[src/rtl/id_ex_pipe_reg_pkg.sv]
// Shared definitions for the ID/EX pipeline register: ALUOp encodings, $zero index, widths.
package id_ex_pipe_reg_pkg;

  localparam int unsigned DW_DEFAULT = 32;
  localparam int unsigned RW_DEFAULT = 5;

  typedef enum logic [1:0] {
    ALUOP_ADD   = 2'b00,
    ALUOP_SUB   = 2'b01,
    ALUOP_RTYPE = 2'b10,
    ALUOP_AND   = 2'b11
  } alu_op_e;

  localparam logic [RW_DEFAULT-1:0] REG_ZERO = 5'd0;

endpackage

[src/rtl/id_ex_pipe_reg_hazard_detect.sv]
// Combinational ID-stage stall detection: load-use and branch-operand hazards against the
// instructions currently in EX and MEM.
module id_ex_pipe_reg_hazard_detect
  import id_ex_pipe_reg_pkg::*;
#(
  parameter int unsigned RW = RW_DEFAULT
) (
  input  logic          uses_rs,
  input  logic          uses_rt,
  input  logic          id_branch,
  input  logic [RW-1:0] id_rs,
  input  logic [RW-1:0] id_rt,
  input  logic [RW-1:0] ex_dest,
  input  logic          ex_mem_read,
  input  logic          ex_reg_write,
  input  logic [RW-1:0] mem_dest,
  input  logic          mem_mem_read,
  output logic          stall
);

  // A write to $zero is never a real dependency.
  function automatic logic hit(input logic [RW-1:0] d, input logic u_rs, input logic u_rt,
                               input logic [RW-1:0] rs, input logic [RW-1:0] rt);
    return (d != RW'(REG_ZERO)) && ((u_rs && d == rs) || (u_rt && d == rt));
  endfunction

  logic ex_hit;
  logic mem_hit;

  always_comb begin
    ex_hit  = hit(ex_dest, uses_rs, uses_rt, id_rs, id_rt);
    mem_hit = hit(mem_dest, uses_rs, uses_rt, id_rs, id_rt);
    stall   = (ex_mem_read && ex_hit)
            | (id_branch && ex_reg_write && ex_hit)
            | (id_branch && mem_mem_read && mem_hit);
  end

endmodule

[src/rtl/id_ex_pipe_reg.sv]
// ID/EX pipeline register with hazard stall/flush generation.
// Define IDEX_PERF_CNT_EN to add stall_cnt/flush_cnt event counters.
module id_ex_pipe_reg
  import id_ex_pipe_reg_pkg::*;
#(
  parameter int unsigned DW = DW_DEFAULT,
  parameter int unsigned RW = RW_DEFAULT
) (
  input  logic          clk,
  input  logic          reset,
  input  logic          id_reg_dst,
  input  logic          id_mem_read,
  input  logic          id_mem_to_reg,
  input  logic          id_mem_write,
  input  logic          id_alu_src,
  input  logic          id_reg_write,
  input  logic [1:0]    id_alu_op,
  input  logic          id_branch,
  input  logic          id_branch_take,
  input  logic          id_jump,
  input  logic [DW-1:0] id_rs_data,
  input  logic [DW-1:0] id_rt_data,
  input  logic [DW-1:0] id_imm,
  input  logic [RW-1:0] id_rs,
  input  logic [RW-1:0] id_rt,
  input  logic [RW-1:0] id_rd,
  output logic          ex_reg_dst,
  output logic          ex_mem_read,
  output logic          ex_mem_to_reg,
  output logic          ex_mem_write,
  output logic          ex_alu_src,
  output logic          ex_reg_write,
  output logic [1:0]    ex_alu_op,
  output logic [DW-1:0] ex_rs_data,
  output logic [DW-1:0] ex_rt_data,
  output logic [DW-1:0] ex_imm,
  output logic [RW-1:0] ex_rs,
  output logic [RW-1:0] ex_rt,
  output logic [RW-1:0] ex_rd,
  output logic [RW-1:0] ex_dest,
  output logic          pc_write,
  output logic          ifid_write,
  output logic          if_flush
`ifdef IDEX_PERF_CNT_EN
  ,
  output logic [31:0]   stall_cnt,
  output logic [31:0]   flush_cnt
`endif
);

  logic          uses_rs;
  logic          uses_rt;
  logic          stall;
  logic [RW-1:0] mem_dest_q;
  logic          mem_reg_write_q;
  logic          mem_mem_read_q;

  always_comb begin
    uses_rs    = ~id_jump;
    uses_rt    = ~id_alu_src | id_mem_write;
    pc_write   = ~stall;
    ifid_write = ~stall;
    // A stalled branch sees stale operands, so its outcome cannot be trusted yet.
    if_flush   = ~stall & (id_jump | (id_branch & id_branch_take));
  end

  id_ex_pipe_reg_hazard_detect #(
    .RW (RW)
  ) u_hazard_detect (
    .uses_rs      (uses_rs),
    .uses_rt      (uses_rt),
    .id_branch    (id_branch),
    .id_rs        (id_rs),
    .id_rt        (id_rt),
    .ex_dest      (ex_dest),
    .ex_mem_read  (ex_mem_read),
    .ex_reg_write (ex_reg_write),
    .mem_dest     (mem_dest_q),
    .mem_mem_read (mem_mem_read_q),
    .stall        (stall)
  );

  always_ff @(posedge clk) begin
    if (reset) begin
      ex_reg_dst      <= 1'b0;
      ex_mem_read     <= 1'b0;
      ex_mem_to_reg   <= 1'b0;
      ex_mem_write    <= 1'b0;
      ex_alu_src      <= 1'b0;
      ex_reg_write    <= 1'b0;
      ex_alu_op       <= ALUOP_ADD;
      ex_rs_data      <= '0;
      ex_rt_data      <= '0;
      ex_imm          <= '0;
      ex_rs           <= '0;
      ex_rt           <= '0;
      ex_rd           <= '0;
      ex_dest         <= '0;
      mem_dest_q      <= '0;
      mem_reg_write_q <= 1'b0;
      mem_mem_read_q  <= 1'b0;
    end else begin
      mem_dest_q      <= ex_dest;
      mem_reg_write_q <= ex_reg_write;
      mem_mem_read_q  <= ex_mem_read;
      // Data fields follow ID even during a bubble; only the controls must be cleared.
      ex_rs_data      <= id_rs_data;
      ex_rt_data      <= id_rt_data;
      ex_imm          <= id_imm;
      ex_rs           <= id_rs;
      ex_rt           <= id_rt;
      ex_rd           <= id_rd;
      ex_dest         <= id_reg_dst ? id_rd : id_rt;
      if (stall) begin
        ex_reg_dst    <= 1'b0;
        ex_mem_read   <= 1'b0;
        ex_mem_to_reg <= 1'b0;
        ex_mem_write  <= 1'b0;
        ex_alu_src    <= 1'b0;
        ex_reg_write  <= 1'b0;
        ex_alu_op     <= ALUOP_ADD;
      end else begin
        ex_reg_dst    <= id_reg_dst;
        ex_mem_read   <= id_mem_read;
        ex_mem_to_reg <= id_mem_to_reg;
        ex_mem_write  <= id_mem_write;
        ex_alu_src    <= id_alu_src;
        ex_reg_write  <= id_reg_write;
        ex_alu_op     <= id_alu_op;
      end
    end
  end

`ifdef IDEX_PERF_CNT_EN
  always_ff @(posedge clk) begin
    if (reset) begin
      stall_cnt <= '0;
      flush_cnt <= '0;
    end else begin
      if (stall) stall_cnt <= stall_cnt + 32'd1;
      if (if_flush) flush_cnt <= flush_cnt + 32'd1;
    end
  end
`endif

endmodule

[config.mk]
export PLATFORM = sky130hd
export DESIGN_NAME = id_ex_pipe_reg
export DESIGN_NICKNAME = d
export VERILOG_FILES = /design/src/rtl/id_ex_pipe_reg_pkg.sv /design/src/rtl/id_ex_pipe_reg_hazard_detect.sv /design/src/rtl/id_ex_pipe_reg.sv
export SDC_FILE = /design/constraint.sdc
export NUM_CORES = 1
export LEC_CHECK = 0
export BUFFER_PORTS_ARGS = -buffer_cell sky130_fd_sc_hd__buf_2
export CORE_ASPECT_RATIO = 0.6
export CORE_MARGIN = 3
export CORE_UTILIZATION = 41
export DETAILED_ROUTE_END_ITERATION = 12
export PLACE_DENSITY = 0.84
export SLEW_MARGIN = 10
export SYNTH_ARGS = -nofsm -noshare
export SYNTH_HDL_FRONTEND = slang
export SYNTH_HIERARCHICAL = 1
export SYNTH_SLANG_ARGS = --single-unit
[constraint.sdc]
create_clock -name clk -period 1.93 [get_ports clk]
set_input_delay 0.193 -clock clk [delete_from_list [all_inputs] [get_ports clk]]
set_output_delay 0.193 -clock clk [all_outputs]
set_load 0.01 [all_outputs]
==> results.yml <==
outcome:
  violations: "setup timing"
  status: "complete, but fails checks"
synthesis:
  post_synthesis_cells: 320
  synth.cell_area_mm2: 0.00385
  synth_cell_type_count: 20
  synth-warning-count: 6
  synth-seq-cells: 130
  mappedNetlistNets: 444
  synth_top_cells_by_area: "sky130_fd_sc_hd__dfxtp_1 (68%), sky130_fd_sc_hd__nor2b_1 (19%), sky130_fd_sc_hd__xor2_1 (3.6%)"
  netlist.top_cell.by_area: "sky130_fd_sc_hd__dfxtp_1"
  synthesis.area_per_instance_um2: 12.0
  synthDominantCellAreaShare: 0.677
  synth_sequential_area_ratio: 0.677
layout:
  fillCellCount: 632
  antenna_cells: 0
  layout_top_registers: "ex_imm: 32 flops, ex_rs_data: 32 flops, ex_rt_data: 32 flops"
  area_delta_synth_final_pct: 62.2
  drive_gt1_frac: 0.473
  layout.cells.most_common: "sky130_fd_sc_hd__buf_2"
  nNetsFinal: 739
  layout.cells.most_common_list: "sky130_fd_sc_hd__buf_2 (249), sky130_fd_sc_hd__dfxtp_1 (126), sky130_fd_sc_hd__nor2b_1 (117)"
  postLayoutCoreUtil: 0.708
drt:
  detailroute.via_count: 3203
  antenna_left: 0
  drcViolationCount: 0
  routed_wire_length_per_instance_um: 14.2
  dr.first_iter.drc_count: 87
  drt-vias-per-instance: 4.25
  totalWireLength_um: 10700
  drt_pre_antenna_iters: 4
grt:
  grt_overflow: 0
  grt_pass1_wl_um: 16000
  grt_max_degree: 48
  globalRouteTotalUtil: 0.198
  grt_antenna_before_repair: 0
  first_global_vias: 3294
worst_setup_path:
  timing.critical_path.from_type: "register"
  timing.critical_path.slowest_cell_delay_ns: 0.37
  cp_data_required_time_ns: 1.74
  critical_path.max_fanout: 5
  critical-path-top-delay-family: "compound AO/OA/AOI/OAI gates"
  path_cells: "xor2_2, nor4_2, a32oi_1, o32ai_2, inv_1, buf_2"
  timing_worst_setup_path_type: "register to primary output"
  critical_path.slowest_cell: "sky130_fd_sc_hd__dfxtp_4"
  crit_path_end_kind: "primary output"
  critical_path_buf_inv_count: 2
  data_arrival_critical_path_ns: 1.94
timing:
  clock_skew_ns: 0.00579
  finalSetupTns_ns: -0.596
  tightest_slew_ns: 0.356
  hold_viol_final: 0
  final.setup.worst_slack_ns: -0.201
  achievable-frequency_mhz: 469
  finalCritPeriodShare: 1.10
  timing_max_transition_violations_final: 0
  slew_headroom: 0.763
  final_setup_violations: 3
  finalCriticalPeriod_ns: 2.13
  grt_setup_unrepaired: "yes"
  whs_ns: 0.0159
cts:
  clk_latency_ns: 0.39
  root_buf_cell: "sky130_fd_sc_hd__clkbuf_16"
  cts.clk_slew.worst_paths_ns: 0.06
  cts_max_level: 4
  cts_buffers: 17
  clock_tree.buffer_depth: 2
  cts_num_sinks: 130
  clock_tree_from_tritoncts: "done"
place:
  port_buffer_count: 250
  dp_hpwl_um: 7810
  post-place-ws_ns: 0.0580
  global_placer_s_final_weighted_congestion: 0.867
floorplanning:
  core_mm2: 0.00882
  starting_density: 0.436
  dieWidth_um: 131
  die_h_um: 81.0
  design.portCount: 251
  row_count: 26
  die_area_mm2: 0.0106
job:
  drv.max_cap_violation_count: 0
min_path:
  hold_class: "input port to register"
power_and_ir_drop:
  overall_power_after_layout_mw: 6.73
  power.static_leakage_nw: 3.09
  powerDensity_mw_per_mm2: 1080
  irDropWorstVdd_uv: 719
==> through the flow <==
stage	instance area, µm²	std cells
floorplan	3850	320
global placement	5210	684
detailed placement	5210	684
CTS	6210	753
global route	6240	754
finish	6240	754
==> Yosys cell counts (all sizes together) <==
| master | number |
|---|---|
| dfxtp | 130 |
| nor2b | 117 |
| xor2 | 16 |
| buf | 14 |
| and2 | 10 |
| nor2 | 8 |
| mux2i | 5 |
| nor4 | 4 |
| xnor2 | 4 |
| a21oi | 2 |
| a32oi | 2 |
| inv | 2 |
| or4 | 2 |
| clkbuf | 1 |
| nand2b | 1 |
| o211ai | 1 |
| o32ai | 1 |
==> metal layers <==
layer / wire length (µm) / global-route usage
met4: 125 / 0.0667
met5: 0 / 0
met1: 4120 / 0.210
met3: 957 / 0.0834
met2: 5490 / 0.357
==> worst paths after layout <==
kind | slack, ns | depth (start not counted) | to | start
hold reg to reg | 0.51 | 1 | mem_mem_read_q | ex_mem_read
setup / recovery | -0.20 | 6 | ifid_write | ex_dest[0]
hold / removal | 0.02 | 2 | ex_rs_data[27] | id_rs_data[27]
setup reg to reg | 0.09 | 7 | ex_mem_to_reg | ex_dest[0]
==> where the power goes <==
group          leakage [nW]  switching (mW)  internal (mW)
Clock                 0.299            1.12           2.10
Sequential             1.08          0.0525           2.83
Combinational          1.71           0.294          0.339
Total                  3.09            1.46           5.27
==> worst reg2reg max path, stage by stage (launching register included) <==
cell,delay [ns]
sky130_fd_sc_hd__dfxtp_4,0.37
sky130_fd_sc_hd__xor2_2,0.16
sky130_fd_sc_hd__nor4_2,0.30
sky130_fd_sc_hd__a32oi_1,0.16
sky130_fd_sc_hd__o32ai_2,0.31
sky130_fd_sc_hd__buf_4,0.18
sky130_fd_sc_hd__nor2_2,0.06
sky130_fd_sc_hd__and2_1,0.19
==> area by class of cell <==
type                    count  area [µm²]  share of cell area
repair buffers            291        1670               0.267
flip-flops and latches    130        2610               0.418
clock inverters            13         160              0.0257
multi-input cells         173        1180               0.190
well taps                 126         158              0.0253
inverters                   2        7.51             0.00120
clock buffers              19         453              0.0726
==> cell families after synthesis <==
| family | synth area share |
|---|---|
| AND/OR/NAND/NOR | 0.229 |
| flip-flops | 0.677 |
| XOR/XNOR | 0.0455 |
| buffers and inverters | 0.0228 |
| AO/OA/AOI/OAI | 0.0133 |
| multiplexers | 0.0130 |
==> repair_timing <==
item / 4_1_cts / 5_1_grt
buffers inserted: 1 / 0
endpoints found under the setup margin: 3 / 3
resized for setup: 7 / 2
pin swaps: 6 / 1
hold endpoints to repair: 36 / 1
hold buffers: 36 / 1
(Power assumes the default switching activity.)
